**config.mk**
```make
export PLATFORM = sky130hd
export DESIGN_NAME = instr_fetch_unit_flat
export DESIGN_NICKNAME = d
export VERILOG_FILES = /design/src/rtl/ifu_pkg.sv /design/src/rtl/ifu_if.sv /design/src/rtl/ifu_fifo.sv /design/src/rtl/instr_fetch_unit.sv /design/src/flat_wrapper.sv
export SDC_FILE = /design/constraint.sdc
export NUM_CORES = 1
export LEC_CHECK = 0
export CAP_MARGIN = 20
export CORE_MARGIN = 4
export CORE_UTILIZATION = 29
export DETAILED_ROUTE_END_ITERATION = 10
export PLACE_DENSITY = 0.59
export RECOVER_POWER = 100
export SKIP_CTS_REPAIR_TIMING = 1
export SYNTH_ARGS = -nofsm -noshare
export SYNTH_HDL_FRONTEND = slang
export SYNTH_SLANG_ARGS = --single-unit
```
**constraint.sdc**
```tcl
create_clock -name clk -period 2.81 [get_ports clk]
set_input_delay 0.4215 -clock clk [delete_from_list [all_inputs] [get_ports clk]]
set_output_delay 0.4215 -clock clk [all_outputs]
set_load 0.02 [all_outputs]
```
**src/rtl/ifu_pkg.sv**
```systemverilog
// Shared types and constants for the instruction fetch unit.
// Holds the FSM state encoding and the prefetch FIFO entry layout.
package ifu_pkg;

    localparam int PC_W    = 8;
    localparam int INSTR_W = 16;

    localparam logic [INSTR_W-1:0] NOP_SEG = 16'h0000;

    typedef enum logic [1:0] {
        IDLE,
        REQ,
        DROP
    } ifu_state_e;

    typedef struct packed {
        logic [INSTR_W-1:0] seg;
        logic [PC_W-1:0]    npc;
    } fifo_entry_t;

    function automatic logic [PC_W-1:0] pc_incr(input logic [PC_W-1:0] pc);
        return pc + 1'b1;
    endfunction

endpackage

```
**src/rtl/ifu_if.sv**
```systemverilog
// Fetch unit bus: program-memory read port, redirect/stall control from
// decode, and the segment/next-PC output consumed by the decode stages.
interface ifu_if;
    import ifu_pkg::*;

    logic               imem_req;
    logic [PC_W-1:0]    imem_addr;
    logic [INSTR_W-1:0] imem_rdata;
    logic               imem_ack;

    logic               load_pc;
    logic [PC_W-1:0]    pc_target;
    logic               stall;

    logic [INSTR_W-1:0] segment;
    logic               seg_valid;
    logic [PC_W-1:0]    npc;
    logic               fetch_err;

    modport master (
        output imem_req, imem_addr, segment, seg_valid, npc, fetch_err,
        input  imem_rdata, imem_ack, load_pc, pc_target, stall
    );

    modport slave (
        input  imem_req, imem_addr, segment, seg_valid, npc, fetch_err,
        output imem_rdata, imem_ack, load_pc, pc_target, stall
    );

endinterface

```
**src/rtl/ifu_fifo.sv**
```systemverilog
// Prefetch FIFO holding {instruction, next-PC} entries.
// Synchronous push/pop/flush; flush wins over push and pop in the same cycle.
module ifu_fifo
    import ifu_pkg::*;
#(
    parameter int DEPTH = 2
) (
    input  logic                   clk,
    input  logic                   rst_n,
    input  logic                   push_i,
    input  logic                   pop_i,
    input  logic                   flush_i,
    input  fifo_entry_t            wdata_i,
    output fifo_entry_t            head_o,
    output logic [$clog2(DEPTH):0] count_o,
    output logic                   full_o,
    output logic                   empty_o
);
    localparam int AW = $clog2(DEPTH);
    localparam int CW = AW + 1;

    fifo_entry_t   mem_q [DEPTH];
    logic [AW-1:0] wr_q, rd_q;
    logic [CW-1:0] cnt_q;
    logic          do_push, do_pop;

    assign empty_o = (cnt_q == '0);
    assign full_o  = (cnt_q == CW'(DEPTH));
    assign count_o = cnt_q;
    assign head_o  = mem_q[rd_q];

    assign do_push = push_i && !full_o && !flush_i;
    assign do_pop  = pop_i && !empty_o && !flush_i;

    // Storage needs no reset: nothing reads it while the count is zero.
    always_ff @(posedge clk) begin
        if (do_push) begin
            mem_q[wr_q] <= wdata_i;
        end
    end

    always_ff @(posedge clk or negedge rst_n) begin
        if (!rst_n) begin
            wr_q  <= '0;
            rd_q  <= '0;
            cnt_q <= '0;
        end else if (flush_i) begin
            wr_q  <= '0;
            rd_q  <= '0;
            cnt_q <= '0;
        end else begin
            if (do_push) begin
                wr_q <= wr_q + 1'b1;
            end
            if (do_pop) begin
                rd_q <= rd_q + 1'b1;
            end
            cnt_q <= cnt_q + CW'(do_push) - CW'(do_pop);
        end
    end

endmodule

```
**src/rtl/instr_fetch_unit.sv**
```systemverilog
// Instruction fetch front end: PC/FSM, program-memory handshake, prefetch FIFO.
// Optional IFU_ACK_TIMEOUT_EN: abandon and reissue a request unacked for TIMEOUT cycles.
module instr_fetch_unit
    import ifu_pkg::*;
#(
    parameter int              DEPTH    = 2,
    parameter logic [PC_W-1:0] RESET_PC = 8'h00
`ifdef IFU_ACK_TIMEOUT_EN
    ,
    parameter int              TIMEOUT  = 15
`endif
) (
    input  logic  clk,
    input  logic  rst_n,
    ifu_if.master bus
);
    localparam int CW = $clog2(DEPTH) + 1;

    ifu_state_e      state_q, state_d;
    logic [PC_W-1:0] pc_q, pc_d;
    logic [PC_W-1:0] drop_addr_q, drop_addr_d;
    logic [PC_W-1:0] pc_inc;
    logic            req, ack, load, timeout;
    logic            push, pop, full, empty;
    logic [CW-1:0]   count, count_after;
    fifo_entry_t     push_data, head;

    assign ack    = bus.imem_ack;
    assign load   = bus.load_pc;
    assign req    = (state_q == REQ) || (state_q == DROP);
    assign pc_inc = pc_incr(pc_q);

    // A redirect cancels both ends of the FIFO in the same cycle.
    assign push        = (state_q == REQ) && ack && !load;
    assign pop         = !empty && !bus.stall && !load;
    assign push_data   = '{seg: bus.imem_rdata, npc: pc_inc};
    assign count_after = count + CW'(push) - CW'(pop);

    ifu_fifo #(
        .DEPTH (DEPTH)
    ) u_fifo (
        .clk     (clk),
        .rst_n   (rst_n),
        .push_i  (push),
        .pop_i   (pop),
        .flush_i (load),
        .wdata_i (push_data),
        .head_o  (head),
        .count_o (count),
        .full_o  (full),
        .empty_o (empty)
    );

    always_comb begin
        state_d     = state_q;
        pc_d        = pc_q;
        drop_addr_d = drop_addr_q;
        unique case (state_q)
            IDLE: begin
                if (load || !full) begin
                    state_d = REQ;
                end
            end
            REQ: begin
                if (load) begin
                    // Request can't be withdrawn; keep it at the old address and discard its data.
                    if (!ack) begin
                        state_d     = DROP;
                        drop_addr_d = pc_q;
                    end
                end else if (ack) begin
                    pc_d = pc_inc;
                    if (count_after == CW'(DEPTH)) begin
                        state_d = IDLE;
                    end
                end
            end
            DROP: begin
                if (ack) begin
                    state_d = REQ;
                end
            end
            default: state_d = IDLE;
        endcase
        if (load) begin
            pc_d = bus.pc_target;
        end
        if (timeout) begin
            if (state_q == REQ) begin
                state_d = IDLE;
            end else if (state_q == DROP) begin
                state_d = REQ;
            end
        end
    end

    always_ff @(posedge clk or negedge rst_n) begin
        if (!rst_n) begin
            state_q     <= IDLE;
            pc_q        <= RESET_PC;
            drop_addr_q <= RESET_PC;
        end else begin
            state_q     <= state_d;
            pc_q        <= pc_d;
            drop_addr_q <= drop_addr_d;
        end
    end

`ifdef IFU_ACK_TIMEOUT_EN
    localparam int TW = $clog2(TIMEOUT + 1);

    logic [TW-1:0] to_cnt_q;
    logic          fetch_err_q;

    assign timeout = req && !ack && (to_cnt_q == TW'(TIMEOUT - 1));

    always_ff @(posedge clk or negedge rst_n) begin
        if (!rst_n) begin
            to_cnt_q    <= '0;
            fetch_err_q <= 1'b0;
        end else begin
            if (!req || ack || timeout) begin
                to_cnt_q <= '0;
            end else begin
                to_cnt_q <= to_cnt_q + 1'b1;
            end
            if (timeout) begin
                fetch_err_q <= 1'b1;
            end
        end
    end

    assign bus.fetch_err = fetch_err_q;
`else
    assign timeout       = 1'b0;
    assign bus.fetch_err = 1'b0;
`endif

    assign bus.imem_req  = req;
    assign bus.imem_addr = (state_q == DROP) ? drop_addr_q : pc_q;
    assign bus.seg_valid = !empty;
    assign bus.segment   = empty ? NOP_SEG : head.seg;
    assign bus.npc       = empty ? '0 : head.npc;

endmodule
```
**src/flat_wrapper.sv**
```systemverilog
// flat-port wrapper written by rule: the top's interface ports become plain ports
module instr_fetch_unit_flat import ifu_pkg::*;
#(
    parameter int              DEPTH    = 2,
    parameter logic [PC_W-1:0] RESET_PC = 8'h00

)
  (clk, rst_n, bus_imem_req, bus_imem_addr, bus_segment, bus_seg_valid, bus_npc, bus_fetch_err, bus_imem_rdata, bus_imem_ack, bus_load_pc, bus_pc_target, bus_stall);
  ifu_if bus_i ();
  input  logic clk;
  input  logic rst_n;
  output wire logic [$bits(bus_i.imem_req)-1:0] bus_imem_req;
  output wire logic [$bits(bus_i.imem_addr)-1:0] bus_imem_addr;
  output wire logic [$bits(bus_i.segment)-1:0] bus_segment;
  output wire logic [$bits(bus_i.seg_valid)-1:0] bus_seg_valid;
  output wire logic [$bits(bus_i.npc)-1:0] bus_npc;
  output wire logic [$bits(bus_i.fetch_err)-1:0] bus_fetch_err;
  input wire logic [$bits(bus_i.imem_rdata)-1:0] bus_imem_rdata;
  input wire logic [$bits(bus_i.imem_ack)-1:0] bus_imem_ack;
  input wire logic [$bits(bus_i.load_pc)-1:0] bus_load_pc;
  input wire logic [$bits(bus_i.pc_target)-1:0] bus_pc_target;
  input wire logic [$bits(bus_i.stall)-1:0] bus_stall;
  assign bus_imem_req = bus_i.imem_req;
  assign bus_imem_addr = bus_i.imem_addr;
  assign bus_segment = bus_i.segment;
  assign bus_seg_valid = bus_i.seg_valid;
  assign bus_npc = bus_i.npc;
  assign bus_fetch_err = bus_i.fetch_err;
  assign bus_i.imem_rdata = bus_imem_rdata;
  assign bus_i.imem_ack = bus_imem_ack;
  assign bus_i.load_pc = bus_load_pc;
  assign bus_i.pc_target = bus_pc_target;
  assign bus_i.stall = bus_stall;
  instr_fetch_unit #(.DEPTH(DEPTH), .RESET_PC(RESET_PC)) u_core (.clk(clk), .rst_n(rst_n), .bus(bus_i));
endmodule
```
==> results of run 1 <==
## worst min path at each step
stage / from / to / slack, ns
4_1_cts: rst_n / u_core.drop_addr_q[6] / 0.42
6_report: u_core.drop_addr_q[0] / u_core.drop_addr_q[0] / 0.49
3_5_place_dp: u_core.drop_addr_q[0] / u_core.drop_addr_q[0] / 0.47
2_1_floorplan: rst_n / u_core.drop_addr_q[0] / 0.13
5_1_grt: u_core.drop_addr_q[7] / u_core.drop_addr_q[7] / 0.51
3_3_place_gp: u_core.drop_addr_q[0] / u_core.drop_addr_q[0] / 0.47
## through the flow
stage / cells / power, uW
finish: 452 / 3500
global route: 452 / 3720
CTS: 452 / 3640
detailed placement: 436 / 2710
global placement: 436 / 2680
floorplan: 241 / 2170
## power by group
| group | switching [uW] | internal, uW | total (uW) |
|---|---|---|---|
| clock | 403 | 510 | 913 |
| sequential | 90.2 | 1280 | 1370 |
| combinational | 673 | 542 | 1210 |
| total | 1170 | 2330 | 3500 |
## cell usage after synthesis (2+ instances only)
| library cell | n | area share |
|---|---|---|
| sky130_fd_sc_hd__nor3_1 | 5 | 0.0079 |
| sky130_fd_sc_hd__nor2_1 | 32 | 0.038 |
| sky130_fd_sc_hd__xor2_1 | 6 | 0.017 |
| sky130_fd_sc_hd__o21ai_1 | 3 | 0.0047 |
| sky130_fd_sc_hd__inv_1 | 8 | 0.0094 |
| sky130_fd_sc_hd__edfxtp_1 | 48 | 0.45 |
| sky130_fd_sc_hd__nor2b_1 | 2 | 0.0039 |
| sky130_fd_sc_hd__mux2_2 | 7 | 0.025 |
| sky130_fd_sc_hd__ha_1 | 9 | 0.035 |
| sky130_fd_sc_hd__mux2_1 | 7 | 0.025 |
| sky130_fd_sc_hd__a21oi_1 | 3 | 0.0047 |
| sky130_fd_sc_hd__buf_2 | 5 | 0.0079 |
| sky130_fd_sc_hd__xnor2_1 | 9 | 0.025 |
| sky130_fd_sc_hd__mux2i_1 | 27 | 0.085 |
| sky130_fd_sc_hd__nand2_1 | 14 | 0.017 |
| sky130_fd_sc_hd__o21ai_0 | 9 | 0.014 |
| sky130_fd_sc_hd__clkbuf_1 | 5 | 0.0059 |
| sky130_fd_sc_hd__nand3_1 | 5 | 0.0079 |
| sky130_fd_sc_hd__or3_1 | 3 | 0.0059 |
| sky130_fd_sc_hd__dfrtp_1 | 22 | 0.17 |
## cells by family (layout without fill, tap and decap cells)
kind of cell | Yosys count | count (layout) | share of synthesized area
other | 1 | 1 | 0.00118
buffers and inverters | 20 | 95 | 0.0268
multiplexers | 41 | 41 | 0.135
flip-flops | 70 | 70 | 0.626
AND/OR/NAND/NOR | 66 | 66 | 0.0928
adder cells (fa/ha/maj) | 9 | 9 | 0.0354
AO/OA/AOI/OAI | 18 | 18 | 0.0346
XOR/XNOR | 16 | 16 | 0.0484
## state kept, by name (all words and copies together) (netlist names)
| signal | count |
|---|---|
| u_core.u_fifo.count_o | 2 |
| u_core.pc_q | 8 |
| u_core.drop_addr_q | 8 |
| u_core.u_fifo.wr_q | 1 |
| u_core.u_fifo.rd_q | 1 |
| u_core.u_fifo.mem_q | 48 |
| u_core.state_q | 2 |
## cell usage in the layout, fill, tap and decap left out, types with 2 or more instances in the layout
master,instances
sky130_fd_sc_hd__mux2i_1,27
sky130_fd_sc_hd__bufinv_16,2
sky130_fd_sc_hd__nand3_1,6
sky130_fd_sc_hd__nor2_1,31
sky130_fd_sc_hd__inv_1,8
sky130_fd_sc_hd__mux2_1,7
sky130_fd_sc_hd__nor3_1,5
sky130_fd_sc_hd__clkinv_4,3
sky130_fd_sc_hd__a21oi_1,3
sky130_fd_sc_hd__xor2_1,6
sky130_fd_sc_hd__clkbuf_8,9
sky130_fd_sc_hd__inv_6,2
sky130_fd_sc_hd__edfxtp_1,48
sky130_fd_sc_hd__or3_1,3
sky130_fd_sc_hd__nor2b_1,2
sky130_fd_sc_hd__dlygate4sd3_1,43
sky130_fd_sc_hd__clkbuf_1,7
sky130_fd_sc_hd__xnor2_1,9
sky130_fd_sc_hd__ha_1,8
sky130_fd_sc_hd__mux2_2,7
sky130_fd_sc_hd__nand2_1,14
sky130_fd_sc_hd__dfrtp_1,22
sky130_fd_sc_hd__clkdlybuf4s50_1,19
sky130_fd_sc_hd__o21ai_0,11
## layer usage
layer	GRT usage	vias to the layer above	share of wire
met2	0.164	58	0.45
li1	-	986	-
met1	0.136	929	0.48
met4	0.0264	0	0.0063
met5	0	-	0
met3	0.0417	4	0.065
## tightest hold or removal path, stage by stage, from the launching register on
cell and delay [ns]:
sky130_fd_sc_hd__dfrtp_1 0.35, sky130_fd_sc_hd__nand2_1 0.04, sky130_fd_sc_hd__o21ai_0 0.06
## cell type report
| type | count | share of cell area |
|---|---|---|
| multi-input combinational | 151 | 0.261 |
| timing repair buffer | 71 | 0.159 |
| sequential | 70 | 0.478 |
| inverter | 8 | 0.00721 |
| tap | 136 | 0.0408 |
| clock buffer | 9 | 0.0297 |
| clock inverter | 7 | 0.0249 |
==> run_results.csv, run 1 <==
group,metric,value,unit
status,run_status,"finished, final reports clean",
critical_path,timing.critical_path.to,"bus_npc[6]",
yosys,synth_seq_cells,70,
drt,detailedRoute.firstPassIterationCount,4,
timing,unrepaired_setup_endpoints_after_global_routing,"false",
place,dp_worst_setup_slack,0.120,ns
critical_path,rr_worst_depth,6,
floorplan,row_count,37,
drt,ant_nets,0,
timing,timing_hold_violations_final,0,
clock_tree,clock_sinks,70,
floorplan,dieHeight,113,um
critical_path,worst_path_cell_chain,"clkbuf_4, mux2i_1, nor2_1, dlygate4sd3_1",
timing,setup_violations,0,
grt,grt_use_total,0.105,
clock_tree,h_tree_lvls,3,
yosys,avg_synthesized_cell_area,13.2,um2
yosys,synth_nets,279,
finish,n_antenna_cell,0,
timing,clock_skew,0.0112,ns
finish,multi_input_comb_area,1090,um2
floorplan,fp.dieW,113,um
floorplan,floorplan.initialDensity,0.303,
grt,global_route_wire_length_before_repair,10500,um
grt,grt-ovfl-total,0,
critical_path,criticalPathCategory,"reg -> out",
timing,slew_headroom,0.160,
clock_tree,tritoncts.num_buffers,9,
critical_path,critical_path_cell_count,4,
place,numPortBuffers,62,
clock_tree,worstSkewPairLatency,0.34,ns
yosys,synth_enable_flop_cells,48,
run,maxCapViolations,0,
timing,final_critical_path_setup_slack,0.254,ns
clock_tree,clk_pin_slew,0.08,ns
critical_path,slowest_delay,0.67,ns
finish,layout.nets,349,
floorplan,io_pins,64,
pwr,max_ir_drop_vdd,0.000411,V
grt,antenna_found_initial,0,
critical_path,critical_path_peak_fanout,24,
drt,vias_per_cell,4.37,
timing,hold_slack,0.489,ns
drt,drc_errors,0,
critical_path,worst_r2r_startpoint,"u_core.state_q[1]",
place,postPlaceCellArea,3990,um2
floorplan,core_region_area,10500,um2
drt,route.detailed.wl_per_inst,14.1,um
finish,drive_above_1_share,0.0918,
critical_path,worst_path_dominant_cell_family,"buffers and inverters",
timing,period_needed,2.56,ns
worst_hold_path,hold_path.class,"reg -> reg",
place,final_weighted_congestion_in_routability_driven_placement,0.715,
finish,final_cell_area,4170,um2
critical_path,setup.worst_path.start_class,"flop",
critical_path,worstSetupEndpointType,"output port",
critical_path,required,2.39,ns
worst_hold_path,worst_hold_stages,2,
critical_path,worstSetupStartpoint,"u_core.u_fifo.rd_q",
yosys,synth.cell_area,3180,um2
timing,timing.final.max_slew_violations,0,
grt,largest_net_degree_at_the_start_of_global_routing,29,
pwr,power_per_cell_area,840,nW/um2
floorplan,die-area,12700,um2
yosys,syn_inst,241,
clock_tree,clk_root_buffer_cell,"sky130_fd_sc_hd__clkbuf_8",
yosys,synth_cell_types,32,
drt,first_iter_violations,86,
critical_path,slowest_stage,"sky130_fd_sc_hd__dlygate4sd3_1",
timing,final_min_period_over_clock_period,0.910,
timing,fmax,0.391,GHz
critical_path,crit-reg2reg-capture,"u_core.u_fifo.mem_q[0][20]",
finish,layout.area.seq,1990,um2
critical_path,path_buf_inv,2,
yosys,synthArstFlopShare,0.314,
clock_tree,cts_tree,"built",
place,dp_hpwl,4380,um
finish,area_growth,31.0,%
yosys,seq_area_frac_synth,0.626,
timing,max_slew.worst_pin.slew,1.26,ns
finish,postLayoutCoreUtil,0.397,
grt,grt_pass1_vias,2050,
finish,fill_cells,1027,
pwr,p_leak,0.00159,uW
critical_path,data_arrival_time_of_the_worst_path,2.13,ns
drt,totalWireLength,6370,um
timing,setup_tns,0,ns
yosys,ys_warn_count,0,
critical_path,rrSetupSlack,0.37,ns
yosys,synthFlopType,"sky130_fd_sc_hd__edfxtp_1",
drt,vias,1977,
clock_tree,clockBufferDepth,2,
Note: power is estimated with default switching activity, not from simulation.
==> inputs of run 2 (changes only) <==
SETUP_SLACK_MARGIN = 0.02   (was default)
TNS_END_PERCENT = 5   (was default)
==> results of run 2 <==
Same layout as run 1: the final DEF is identical, and so are final timing and power.
==> inputs of run 3 (changes only) <==
CAP_MARGIN = 10   (was 20)
CTS_CLUSTER_DIAMETER = 100   (was default)
==> results of run 3 <==
Same layout as run 1: the final DEF is identical, and so are final timing and power.
